$ cat config.mk
export PLATFORM = sky130hd
export DESIGN_NAME = pipe_store_buffer
export DESIGN_NICKNAME = d
export VERILOG_FILES = /design/src/rtl/pipe_store_buffer_pkg.sv /design/src/rtl/sb_fwd_match.sv /design/src/rtl/pipe_store_buffer.sv
export SDC_FILE = /design/constraint.sdc
export NUM_CORES = 1
export LEC_CHECK = 0
export ABC_CLOCK_PERIOD_IN_PS = 6000
export CAP_MARGIN = 20
export CORE_ASPECT_RATIO = 0.9
export CORE_UTILIZATION = 35
export DETAILED_ROUTE_END_ITERATION = 6
export SYNTH_ARGS = -nofsm -noshare
export SYNTH_HDL_FRONTEND = slang
export SYNTH_SLANG_ARGS = --single-unit
$ cat constraint.sdc
create_clock -name clock -period 6 [get_ports clock]
set_clock_uncertainty 0.1 [all_clocks]
set_input_delay 1.2 -clock clock [delete_from_list [all_inputs] [get_ports clock]]
set_output_delay 1.2 -clock clock [all_outputs]
set_load 0.05 [all_outputs]
$ cat src/rtl/pipe_store_buffer_pkg.sv
// Shared constants, word-address slice macro and store-entry layout for the
// posted-write store buffer and its forwarding matcher.
`ifndef SB_WORD_SLICE
`define SB_WORD_SLICE(aw) [(aw)-1:2]
`endif

package pipe_store_buffer_pkg;

   localparam int SB_DEPTH = 4;
   localparam int SB_AW    = 32;
   localparam int SB_DW    = 32;

   // One buffered store: word address (byte offset dropped) above the data.
   typedef struct packed {
      logic [SB_AW-3:0] waddr;
      logic [SB_DW-1:0] wdata;
   } sb_entry_t;

   function automatic int sb_ptr_w(input int depth);
      return $clog2(depth);
   endfunction

endpackage

$ cat src/rtl/sb_fwd_match.sv
// Combinational store-to-load forwarding match: the youngest valid entry
// whose word address equals the load word address supplies the data.
module sb_fwd_match
   import pipe_store_buffer_pkg::*;
#(
   parameter int DEPTH = SB_DEPTH,
   parameter int AW    = SB_AW,
   parameter int DW    = SB_DW,
   localparam int PW   = sb_ptr_w(DEPTH),
   localparam int EW   = AW - 2 + DW
) (
   input  logic [DEPTH-1:0][EW-1:0] i_ent,
   input  logic [DEPTH-1:0]         i_valid,
   input  logic [PW-1:0]            i_head,
   input  logic [AW-3:0]            i_ld_waddr,
   output logic                     o_hit,
   output logic [DW-1:0]            o_hit_data
);

   logic [PW-1:0] w_idx;

   // Walk oldest to youngest from head; a later match overrides an earlier one.
   always_comb begin
      o_hit      = 1'b0;
      o_hit_data = '0;
      w_idx      = '0;
      for (int k = 0; k < DEPTH; k++) begin
         w_idx = i_head + PW'(k);
         if (i_valid[w_idx] && (i_ent[w_idx][EW-1:DW] == i_ld_waddr)) begin
            o_hit      = 1'b1;
            o_hit_data = i_ent[w_idx][DW-1:0];
         end
      end
   end

endmodule

$ cat src/rtl/pipe_store_buffer.sv
// Posted-write store buffer between the MEM stage and data memory: stores
// enqueue in one cycle, drain over valid/ready, and forward to later loads.
module pipe_store_buffer
   import pipe_store_buffer_pkg::*;
#(
   parameter int DEPTH = SB_DEPTH,
   parameter int AW    = SB_AW,
   parameter int DW    = SB_DW
) (
   input  logic          clock,
   input  logic          reset,
   input  logic          st_valid,
   input  logic [AW-1:0] st_addr,
   input  logic [DW-1:0] st_data,
   input  logic          ld_en,
   input  logic [AW-1:0] ld_addr,
   output logic [DW-1:0] ld_data,
   output logic [AW-1:0] mem_raddr,
   input  logic [DW-1:0] mem_rdata,
   output logic          mem_wvalid,
   output logic [AW-1:0] mem_waddr,
   output logic [DW-1:0] mem_wdata,
   input  logic          mem_wready,
   output logic          full,
   output logic          empty,
   output logic          overflow
);

   localparam int PW = sb_ptr_w(DEPTH);
   localparam int EW = AW - 2 + DW;
   localparam logic [PW:0] CNT_FULL = DEPTH[PW:0];

   logic [DEPTH-1:0][EW-1:0] r_ent;
   logic [PW-1:0]            r_head;
   logic [PW-1:0]            r_tail;
   logic [PW:0]              r_count;
   logic                     r_overflow;

   logic                     w_full;
   logic                     w_deq;
   logic                     w_enq;
   logic [DEPTH-1:0]         w_valid;
   logic                     w_hit;
   logic [DW-1:0]            w_hit_data;
   logic                     w_unused_st_lsbs;

   assign w_full = (r_count == CNT_FULL);
   assign w_deq  = mem_wvalid && mem_wready;
   // A full buffer still accepts a store when the head drains on the same edge.
   assign w_enq  = st_valid && (!w_full || w_deq);

   // NOTE: reset is synchronous, so it lives inside the clocked block and
   // every state update there is non-blocking.
   always_ff @(posedge clock) begin
      if (reset) begin
         r_head     <= '0;
         r_tail     <= '0;
         r_count    <= '0;
         r_overflow <= 1'b0;
      end else begin
         if (w_enq) r_tail <= r_tail + PW'(1);
         if (w_deq) r_head <= r_head + PW'(1);
         r_count <= r_count + {{PW{1'b0}}, w_enq} - {{PW{1'b0}}, w_deq};
         if (st_valid && w_full && !w_deq) r_overflow <= 1'b1;
      end
   end

   // NOTE: entry storage is not reset; an entry is only ever read while
   // r_count marks it valid, so its power-up contents never escape.
   always_ff @(posedge clock) begin
      if (w_enq) r_ent[r_tail] <= {st_addr `SB_WORD_SLICE(AW), st_data};
   end

   always_comb begin
      w_valid = '0;
      for (int i = 0; i < DEPTH; i++)
         w_valid[i] = ({1'b0, PW'(i) - r_head} < r_count);
   end

   sb_fwd_match #(
      .DEPTH (DEPTH),
      .AW    (AW),
      .DW    (DW)
   ) u_fwd (
      .i_ent      (r_ent),
      .i_valid    (w_valid),
      .i_head     (r_head),
      .i_ld_waddr (ld_addr `SB_WORD_SLICE(AW)),
      .o_hit      (w_hit),
      .o_hit_data (w_hit_data)
   );

   assign ld_data    = (ld_en && w_hit) ? w_hit_data : mem_rdata;
   assign mem_raddr  = ld_addr;
   assign mem_wvalid = (r_count != '0);
   assign mem_waddr  = {r_ent[r_head][EW-1:DW], 2'b00};
   assign mem_wdata  = r_ent[r_head][DW-1:0];
   assign full       = w_full;
   assign empty      = (r_count == '0);
   assign overflow   = r_overflow;

   assign w_unused_st_lsbs = ^st_addr[1:0];

endmodule

Word level (Yosys, flattened, before mapping):

Cells that the tools add are included.

* add/sub/neg operators: 10
* $lt $le $gt $ge: 10
* equality and inequality tests: 5
* multiplexer cells: 28
* reductions and logical operators: 15

Operator list (number)
* 62-bit binary-select mux with 2-bit select: 4
* 62-bit 2-to-1 mux: 5
* 248-bit bitwise mux: 1
* 32-bit 2-to-1 mux: 5
* 62-bit demux with 2-bit select: 1
* 30-bit equality test: 4
* 2-bit by 3-bit less-than comparator with 1-bit output (second input constant): 5
* 2-bit by 3-bit less-than comparator with 1-bit output: 4
* 1-bit logical AND: 10
* 1-bit binary-select mux with 2-bit select: 4
* 1-bit 2-to-1 mux: 8
* 2-bit by 1-bit adder with 2-bit output (second input constant): 2
* 2-bit adder (second input constant): 2
* 1-bit by 2-bit subtractor with 2-bit output (first input constant): 2
* 2-bit subtractor (first input constant): 2
* 3-bit by 1-bit adder with 3-bit output: 1
* 3-bit equality test (second input constant): 1
* 3-bit logical NOT: 1
* 3-bit nonzero test: 1
* 3-bit by 1-bit subtractor with 3-bit output: 1
* 2-bit by 1-bit >= comparator with 1-bit output (second input constant): 1
* 1-bit logical NOT: 2
* 1-bit logical OR: 1

* flip-flop bits (word level): 256
* bits of input ports: 133
* output and inout bits: 132

Depth between registers and ports, before layout:

Gate-level depths: netlist of run 1.

* word-level depth: 11
* mapped depth: 20
* depth with buffers taken out: 11

Modules after synthesis:

A second synthesis of run 1 with hierarchy kept.

* cell total of the unflattened synthesis: 1412
* area total of the unflattened synthesis: 18539.0 um2

By module, submodules not included
* pipe_store_buffer: times used 1, cells each 465, area each 10209.8 um2
* sb_fwd_match: times used 1, cells each 947, area each 8329.2 um2

Worst setup path before layout of run 1:

Ideal clock, no wire load.

* kind: register -> output
* start point: reg r_head[1]
* end point: out ld_data[28]
* arrival: 5061 ps
* required time: 4700 ps
* slack: -361 ps
* cell stages (with the launch flop): 21
* buffers on the path: 9
* cell sequence: dfxtp_1 > buf_2 > buf_2 > buf_2 > buf_2 > clkbuf_1 > clkbuf_1 > buf_1 > xnor2_1 > inv_1 > ha_1 > nor2_1 > mux4_2 > o2111ai_1 > nor4_1 > and4_1 > clkbuf_1 > clkbuf_1 > nor3b_1 > o21ai_0 > a31oi_1

* cells in the longest elaborated chain, start to end: 11
* elaborated cells on any way between the ends: 45

Ends and longest elaborated chain
* from (decl): RTL line pipe_store_buffer.sv:34 `logic [PW-1:0] r_head;`
* from (signal assigned): RTL line pipe_store_buffer.sv:62 `if (w_deq) r_head <= r_head + PW'(1);`
* 1-bit by 2-bit subtractor with 2-bit output / 2-bit subtractor (equally long branches): RTL line pipe_store_buffer.sv:77 `w_valid[i] = ({1'b0, PW'(i) - r_head} < r_count);`
* 2-bit by 3-bit less-than comparator with 1-bit output: RTL line pipe_store_buffer.sv:77
* 1-bit binary-select mux with 2-bit select: RTL line sb_fwd_match.sv:29 `if (i_valid[w_idx] && (i_ent[w_idx][EW-1:DW] == i_ld_waddr)) begin`
* 1-bit 2-to-1 mux (not written as such): RTL line sb_fwd_match.sv:29
* 1-bit logical AND: RTL line sb_fwd_match.sv:29
* 1-bit 2-to-1 mux (4 in series): RTL line sb_fwd_match.sv:29
* 1-bit logical AND: RTL line pipe_store_buffer.sv:93 `assign ld_data = (ld_en && w_hit) ? w_hit_data : mem_rdata;`
* 32-bit 2-to-1 mux (*): RTL line pipe_store_buffer.sv:93
* to (decl): RTL line pipe_store_buffer.sv:17 `output logic [DW-1:0] ld_data,`

Mark *: on every way between the ends. The rest lies on a longest branch, timed or not. The select of a mux whose other input is x is not followed.

Worst setup path in the final report of run 1:

* start point: reg r_head[0]
* end point: out ld_data[17]

The elaborated chain is that of the path after synthesis.

==> metrics.md, run 1 <==
| Metric | Value |
|---|---|
| Drt total wl | `between 40,000 and 50,000 microns` |
| I/O pins | `approximately 270` |
| Post-synth top area cell | `edfxtp_1` |
| H-tree depth | `1` |
| Sinks on Clock Net | `around 260` |
| Hold/Removal Path Class | `reg2reg` |
| Most frequent cells after synthesis | `edfxtp_1 (248), nor2_1 (110), mux2i_1 (109)` |
| DR DRC count | `0` |
| F_max | `about 170 MHz` |
| CTS max path bufs | `3` |
| Row count | `75` |
| Total negative setup slack | `0 ns` |
| Setup ws final | `slightly above 0.2 ns` |
| Routed Antenna Nets | `0` |
| Starting Density | `0.355` |
| Critical path launch point type | `register` |
| Fraction of registers with async set/reset | `0` |
| Clock tree from TritonCTS | `done` |
| Largest net degree at the start of global routing | `roughly 200` |
| Grt total ovfl | `0` |
| Share of the synthesized area in the top cell type | `0.450` |
| Sequential-to-total area share from yosys stat | `0.460` |
| Die area | `between 40,000 and 50,000 sq um` |
| Max-slew violations | `0` |
| Worst slew pin tran | `approximately 1.0 ns` |
| Period utilisation layout | `0.966` |
| Final hold vios | `0` |
| Yosys warns | `0` |
| Initial antenna violation count | `5` |
| Max_cap viols | `0` |
| Critical path peak fanout | `19` |
| Arr. time, crit path | `around 4.5 ns` |
| Clk_lat worst skew | `approximately 0.57 ns` |
| Vias in the first global route | `approximately 12,000` |
| Port bufs | `about 260` |
| Final Setup Violations | `0` |
| Die width | `~230 microns` |
| Ratio of cells with drive above 1 in the final layout | `0.210` |
| Number of synthesized register bits | `256` |
| Area of the mapped netlist | `approximately 17,000 sq um` |
| Drt via density | `between 5 and 6` |
| CTS clk-pin slew, worst paths | `about 0.060 ns` |
| P&R area growth vs syn | `29.4%` |
| Fin util | `0.459` |
| Detailed-route wire length per cell | `22.1 microns` |
| Unrepaired setup endpoints after global routing | `no` |
| Worst hold slack | `0.377 ns` |
| Root buf cell | `clkbuf_16` |
| Power Dens Cells | `401 nW/um^2` |
| GRT Total Usage | `0.197` |
| Post-synthesis cell type count | `between 40 and 50` |
| Drt pass-1 iters | `5` |
| First-pass GRT wire length | `71,800 microns` |
| Place WS | `roughly 0.28 ns` |
| Detailed router's first-iteration violation count | `between 700 and 800` |
| Tmin final | `around 5.8 ns` |
| Worst vdd ir | `approximately 0.25 mV` |
| EDFF count, synth | `248` |
| # nets final | `1,705` |
| Rel. slew slack | `0.323` |
| Synth area leaders | `edfxtp_1 (45%), mux4_2 (13%), mux2i_1 (6.6%)` |
| Crit end category | `primary output` |
| LEAKAGE | `a little under 7 nW` |
| Post-DP HPWL | `about 33,000 microns` |
| Status | `finished clean` |
| DIE HEIGHT | `about 210 microns` |
| Cells after Synth | `1,369` |
| Primary FF master, synth | `edfxtp_1` |
| CTS Buf Count | `30` |
| Type of the worst setup path | `reg2out` |
| Core area | `roughly 47,000 sq um` |
| GPL Wtd Cong | `0.814` |
| Crit path required time | `between 4 and 5 ns` |
| Cell with the most instances after synthesis | `edfxtp_1` |
| Total number of vias | `12,100` |
| Avg Inst Size Synth | `roughly 12 sq um` |
## stage by stage
stage	area, sq um	cells	power (mW)
6_report	21400	2204	8.59
5_1_grt	21400	2202	8.99
4_1_cts	21300	2199	8.60
3_5_place_dp	20300	2144	6.69
3_3_place_gp	20300	2144	6.65
2_1_floorplan	16900	1370	5.49
## cell usage in the layout, fill, tap and decap left out, types with 5 or more instances in the layout
cell and instances:
nor2_1 110, o21ai_1 5, clkbuf_16 32, nor3_1 5, mux4_2 92, nor4_1 14, xnor2_1 95, mux2i_1 109
a21oi_1 97, xor2_1 38, buf_4 34, o211ai_1 33, dfxtp_1 6, inv_1 6, a31oi_4 22, o21ai_0 91
edfxtp_1 248, nor2b_1 7, ha_1 9, clkdlybuf4s50_1 224, nand2_1 71, mux2_2 65, clkbuf_1 5, clkinv_2 6
a31oi_2 10, nor3b_1 33, nand4_1 17, buf_12 41
## critical path: stages (launching register included)
cell and delay (ns):
dfxtp_4 0.50, buf_16 0.24, buf_4 0.24, mux4_2 0.57
xnor2_1 0.21, nand4_1 0.31, a2111oi_2 0.40, nand4_2 0.12
buf_4 0.22, buf_4 0.23, nor3b_1 0.23, o21ai_0 0.22
a31oi_4 0.24, buf_12 0.16
## final timing paths
kind	from	endpoint	slack (ns)	cells past startpoint
min reg2reg	overflow$_SDFFE_PP0P_	overflow$_SDFFE_PP0P_	0.38	2
min	overflow$_SDFFE_PP0P_	overflow$_SDFFE_PP0P_	0.38	2
max reg2reg	r_count[2]$_SDFF_PP0_	r_ent[39]$_DFFE_PP_	3.03	5
max	r_head[0]$_SDFFE_PP0N_	ld_data[17]	0.20	13
## cells by family (layout without fill, tap and decap cells)
group           Yosys count  in the layout  synth area share
simple gates            279            279            0.0811
compound gates          270            270            0.0937
mux                     266            266             0.236
flops                   256            256             0.460
buf+inv                 152            367            0.0499
xor+xnor                135            135            0.0715
fa+ha+maj                10             10           0.00802
other cells               1              5          0.000227
## cell type report
class | instances | area [sq um]
diodes | 3 | 7.51
clock buffers | 39 | 836
clock inverters | 16 | 188
fillers | 4167 | 25200
inverters | 7 | 26.3
multi-input cells | 962 | 8530
flip-flops and latches | 256 | 7610
well taps | 616 | 771
repair buffers | 305 | 3420
## routing by layer
| metal | vias up | routed length, microns | GRT usage | share of wire |
|---|---|---|---|---|
| met5 | - | 23 | 0 | 0.00047 |
| met4 | 4 | 991 | 0.0480 | 0.020 |
| met3 | 65 | 2830 | 0.0374 | 0.058 |
| met2 | 331 | 23200 | 0.320 | 0.48 |
| met1 | 6069 | 21600 | 0.272 | 0.44 |
| li1 | 5598 | - | - | - |
## power breakdown
part | internal (mW) | switching [mW] | leakage [nW]
Combinational | 1.85 | 2.58 | 3.94
Clock | 1.15 | 0.727 | 0.507
Sequential | 2.15 | 0.127 | 2.34
## sequential cells by signal (all words and copies together) (netlist names)
| name | flops |
|---|---|
| r_count | 3 |
| r_ent | 248 |
| r_tail | 2 |
| r_head | 2 |
| overflow | 1 |
## timing repair
action                     CTS  global route
hold buffers                 0             0
setup endpoints to repair    0            32
buffers inserted             0             1
resized for setup            0             8
(Power assumes the default switching activity.)
==> run 2: changes to the inputs <==
Settings changed: CTS_CLUSTER_SIZE set to 25, SYNTH_HIERARCHICAL set to 1.
==> metrics.md, run 2 <==
| Metric | Value |
|---|---|
| Status | `finished clean (unchanged)` |
| Clock tree from TritonCTS | `done (unchanged)` |
| Post-synth top area cell | `edfxtp_1 (unchanged)` |
| Type of the worst setup path | `in2out (was reg2out)` |
| Starting Density | `0.357 (was 0.355)` |
| Rel. slew slack | `0.388 (was 0.323)` |
| Clk_lat worst skew | `0.57 ns (about the same)` |
| Crit path required time | `4.70 ns (about the same)` |
| DR DRC count | `0 (unchanged)` |
| LEAKAGE | `8.08 nW (was 6.79 nW)` |
| GRT Max-Usage Layer | `met2 (unchanged)` |
| GRT Total Usage | `0.199 (was 0.197)` |
| Detailed router's first-iteration violation count | `957 (was 762)` |
| Die width | `245 microns (was 231 microns)` |
| Share of the synthesized area in the top cell type | `0.402 (was 0.450)` |
| Avg Inst Size Synth | `13.1 sq um (was 12.1 sq um)` |
| Drt pass-1 iters | `5 (unchanged)` |
| CTS Buf Count | `31 (was 30)` |
| Worst reg2reg path startpoint | `r_count[0]$_SDFF_PP0_ (was r_count[2]$_SDFF_PP0_)` |
| Met3 Track Usage GR | `0.0398 (was 0.0374)` |
| Sinks on Clock Net | `256 (unchanged)` |
| Hold/Removal Path Class | `reg2reg (unchanged)` |
| Post-synthesis cell type count | `71 (was 48)` |
| R2r setup slk | `3.28 ns (was 3.03 ns)` |
| Fin cells | `2,379 (was 2,204)` |
| Port bufs | `256 (unchanged)` |
| H-tree depth | `1 (unchanged)` |
| CP endpoint | `ld_data[10] (was ld_data[17])` |
| Die area | `53,900 sq um (was 48,100 sq um)` |
| Net Sw Frac | `0.386 (was 0.400)` |
| Final hold vios | `0 (unchanged)` |
| Number of synthesized register bits | `256 (unchanged)` |
| CTS clk-pin slew, worst paths | `0.06 ns (about the same)` |
| Net switching power | `3.21 mW (was 3.44 mW)` |
| I/O pins | `265 (unchanged)` |
| Area of the mapped netlist | `18,500 sq um (was 16,500 sq um)` |
| Core area | `52,000 sq um (was 46,600 sq um)` |
| Max reg flops | `248 (unchanged)` |
| Power Dens Cells | `360 nW/um^2 (was 401 nW/um^2)` |
| GR Util met1 | `0.279 (was 0.272)` |
| Initial antenna violation count | `6 (was 5)` |
| Cts hold-fix bufs | `0 (unchanged)` |
| EDFF count, synth | `248 (unchanged)` |
| Met2 Use GR | `0.315 (was 0.320)` |
| Period utilisation layout | `0.974 (was 0.966)` |
| Drt via density | `5.68 (was 5.48)` |
| Root buf cell | `clkbuf_16 (unchanged)` |
| P&R area growth vs syn | `24.9% (was 29.4%)` |
| Commonest cells after routing, fill and taps aside | `edfxtp_1 (248), clkdlybuf4s50_1 (221), mux2i_1 (200), mux2_2 (168), buf_4 (135) (was edfxtp_1 (248), clkdlybuf4s50_1 (224), nor2_1 (110), mux2i_1 (109), a21oi_1 (97))` |
| Worst vdd ir | `0.276 mV (was 0.250 mV)` |
| Detailed-route wire length per cell | `23.3 microns (was 22.1 microns)` |
| Largest net degree at the start of global routing | `67 (was 196)` |
| Most frequent cells after synthesis | `edfxtp_1 (248), mux2i_1 (203), mux2_2 (168) (was edfxtp_1 (248), nor2_1 (110), mux2i_1 (109))` |
| Sequential-to-total area share from yosys stat | `0.410 (was 0.460)` |
| Synth area leaders | `edfxtp_1 (40%), mux2i_1 (11%), mux4_2 (11%) (was edfxtp_1 (45%), mux4_2 (13%), mux2i_1 (6.6%))` |
| Post-DP Area | `21,900 sq um (was 20,300 sq um)` |
| Crit end category | `primary output (unchanged)` |
| Post-DP HPWL | `39,000 microns (was 32,800 microns)` |
| Most common cell after layout, fill and taps aside | `edfxtp_1 (unchanged)` |
| Placed cell count | `2,305 (was 2,144)` |
| Vias in the first global route | `13,200 (was 11,900)` |
| Register share of total power | `0.269 (was 0.266)` |
| Tmin final | `5.85 ns (was 5.80 ns)` |
| Worst hold slack | `0.387 ns (was 0.377 ns)` |
| Grt total ovfl | `0 (unchanged)` |
| First-pass GRT wire length | `81,600 microns (was 71,800 microns)` |
| DIE HEIGHT | `220 microns (was 208 microns)` |
| Reg with most FFs | `r_ent (unchanged)` |
| Top flop regs | `r_ent (248), r_count (3) (unchanged)` |
| Max_cap viols | `0 (unchanged)` |
| Yosys warns | `6 (was 0)` |
| Critical path launch point | `ld_addr[23] (was r_head[0]$_SDFFE_PP0N_)` |
| Critical path launch point type | `primary input (was register)` |
| Final Setup Violations | `0 (unchanged)` |
| Final Cell Area | `23,100 sq um (was 21,400 sq um)` |
| # nets final | `1,807 (was 1,705)` |
| F_max | `171 MHz (was 172 MHz)` |
| Pwr Total | `8.32 mW (was 8.59 mW)` |
| Clk pwr share | `0.237 (was 0.218)` |
| Cell with the most instances after synthesis | `edfxtp_1 (unchanged)` |
| Arr. time, crit path | `4.55 ns (was 4.50 ns)` |
| Primary FF master, synth | `edfxtp_1 (unchanged)` |
| Drt total wl | `55,400 microns (was 48,700 microns)` |
| Max-slew violations | `0 (unchanged)` |
| Internal power | `5.11 mW (was 5.15 mW)` |
| Worst slew pin tran | `0.917 ns (was 1.01 ns)` |
| Cells after Synth | `1,412 (was 1,369)` |
| Ratio of cells with drive above 1 in the final layout | `0.293 (was 0.210)` |
| Total number of vias | `13,500 (was 12,100)` |
| Routed Antenna Nets | `0 (unchanged)` |
| R2r worst-path depth | `4 (was 5)` |
| Fraction of registers with async set/reset | `0 (unchanged)` |
| Row count | `79 (was 75)` |
| Comb power frac | `0.494 (was 0.516)` |
| GPL Wtd Cong | `0.906 (was 0.814)` |
| Critical register-to-register path endpoint | `r_ent[185]$_DFFE_PP_ (was r_ent[39]$_DFFE_PP_)` |
| CTS max path bufs | `3 (unchanged)` |
| Critical path peak fanout | `14 (was 19)` |
run 2: changes by cell type in the layout (fill, tap and decap cells not counted), moves of 22 or more:
cell      before  now
o21ai_0       91   13
o211ai_1      33    8
nor3b_1       33    0
a21oi_1       97   35
a31oi_4       22    0
nor2_1       110   30
mux2_2        65  168
mux2i_1      109  200
buf_4         34  135
nand2_1       71   39
a221o_1        0   64
a22o_1         1   31
buf_12        41   14
run 2: worst min-delay path by stage:
stage	startpoint	to	slack [ns]	depth (start not counted)
after floorplan	r_tail[1]$_SDFFE_PP0P_	r_tail[1]$_SDFFE_PP0P_	0.38	2
after global placement	overflow$_SDFFE_PP0P_	overflow$_SDFFE_PP0P_	0.36	2
after detailed placement	overflow$_SDFFE_PP0P_	overflow$_SDFFE_PP0P_	0.37	2
after CTS	overflow$_SDFFE_PP0P_	overflow$_SDFFE_PP0P_	0.40	2
after global routing	overflow$_SDFFE_PP0P_	overflow$_SDFFE_PP0P_	0.44	2
final	overflow$_SDFFE_PP0P_	overflow$_SDFFE_PP0P_	0.39	2
run 2: critical path, stage by stage:
cell             delay [ns]
clkdlybuf4s50_1        0.66
xor2_1                 0.33
nor4bb_1               0.47
nand4_1                0.22
mux2i_4                0.29
nand2_4                0.14
buf_4                  0.25
mux2i_1                0.19
mux2i_1                0.10
a22o_1                 0.23
mux2_2                 0.26
buf_4                  0.19
run 2: metal layers:
| metal | part of all wire | up-vias |
|---|---|---|
| li1 | - | 6113 |
| met1 | 0.45 | 6862 |
| met3 | 0.066 | 80 |
| met5 | 0.0012 | - |
| met4 | 0.019 | 10 |
| met2 | 0.46 | 436 |
run 2: what timing repair did:
item                                    in CTS  in global routing
endpoints found under the setup margin      31                 32
resized for setup                            1                 13
pin swaps                                    0                  1
setup buffers                                6                  7
run 2: layout make-up:
cell class / count / area [sq um]
well taps: 688 / 861
multi-input cells: 975 / 9890
clock inverters: 20 / 239
flip-flops and latches: 256 / 7610
inverters: 22 / 83.8
fillers: 4760 / 28800
diodes: 3 / 7.51
clock buffers: 38 / 842
repair buffers: 377 / 3610
run 2: through the flow:
step	TNS [ns]	worst slack, ns	utilization
finish	0	0.154	0.445
global route	-0.00214	-0.00214	0.445
CTS	0	0.00365	0.443
detailed placement	0	0.0647	0.421
global placement	0	0.117	0.421
floorplan	0	0.920	-
run 2: cells by family after synthesis:
group / after synthesis / synth area share
adder cells (fa/ha/maj): 11 / 0.00783
other: 1 / 0.000202
AND/OR/NAND/NOR: 160 / 0.0460
AO/OA/AOI/OAI: 220 / 0.0947
multiplexers: 470 / 0.329
flip-flops: 256 / 0.410
buffers and inverters: 182 / 0.0595
XOR/XNOR: 112 / 0.0529
run 2: power by group through the flow:
| stage | Combinational, mW | Sequential [mW] | Clock, mW |
|---|---|---|---|
| 5_1_grt | 4.35 | 2.26 | 2.07 |
| 4_1_cts | 4.10 | 2.24 | 2.01 |
| 2_1_floorplan | 2.92 | 2.24 | 0 |
| 6_report | 4.11 | 2.24 | 1.97 |
| 3_3_place_gp | 3.98 | 2.30 | 0 |
| 3_5_place_dp | 4.00 | 2.31 | 0 |
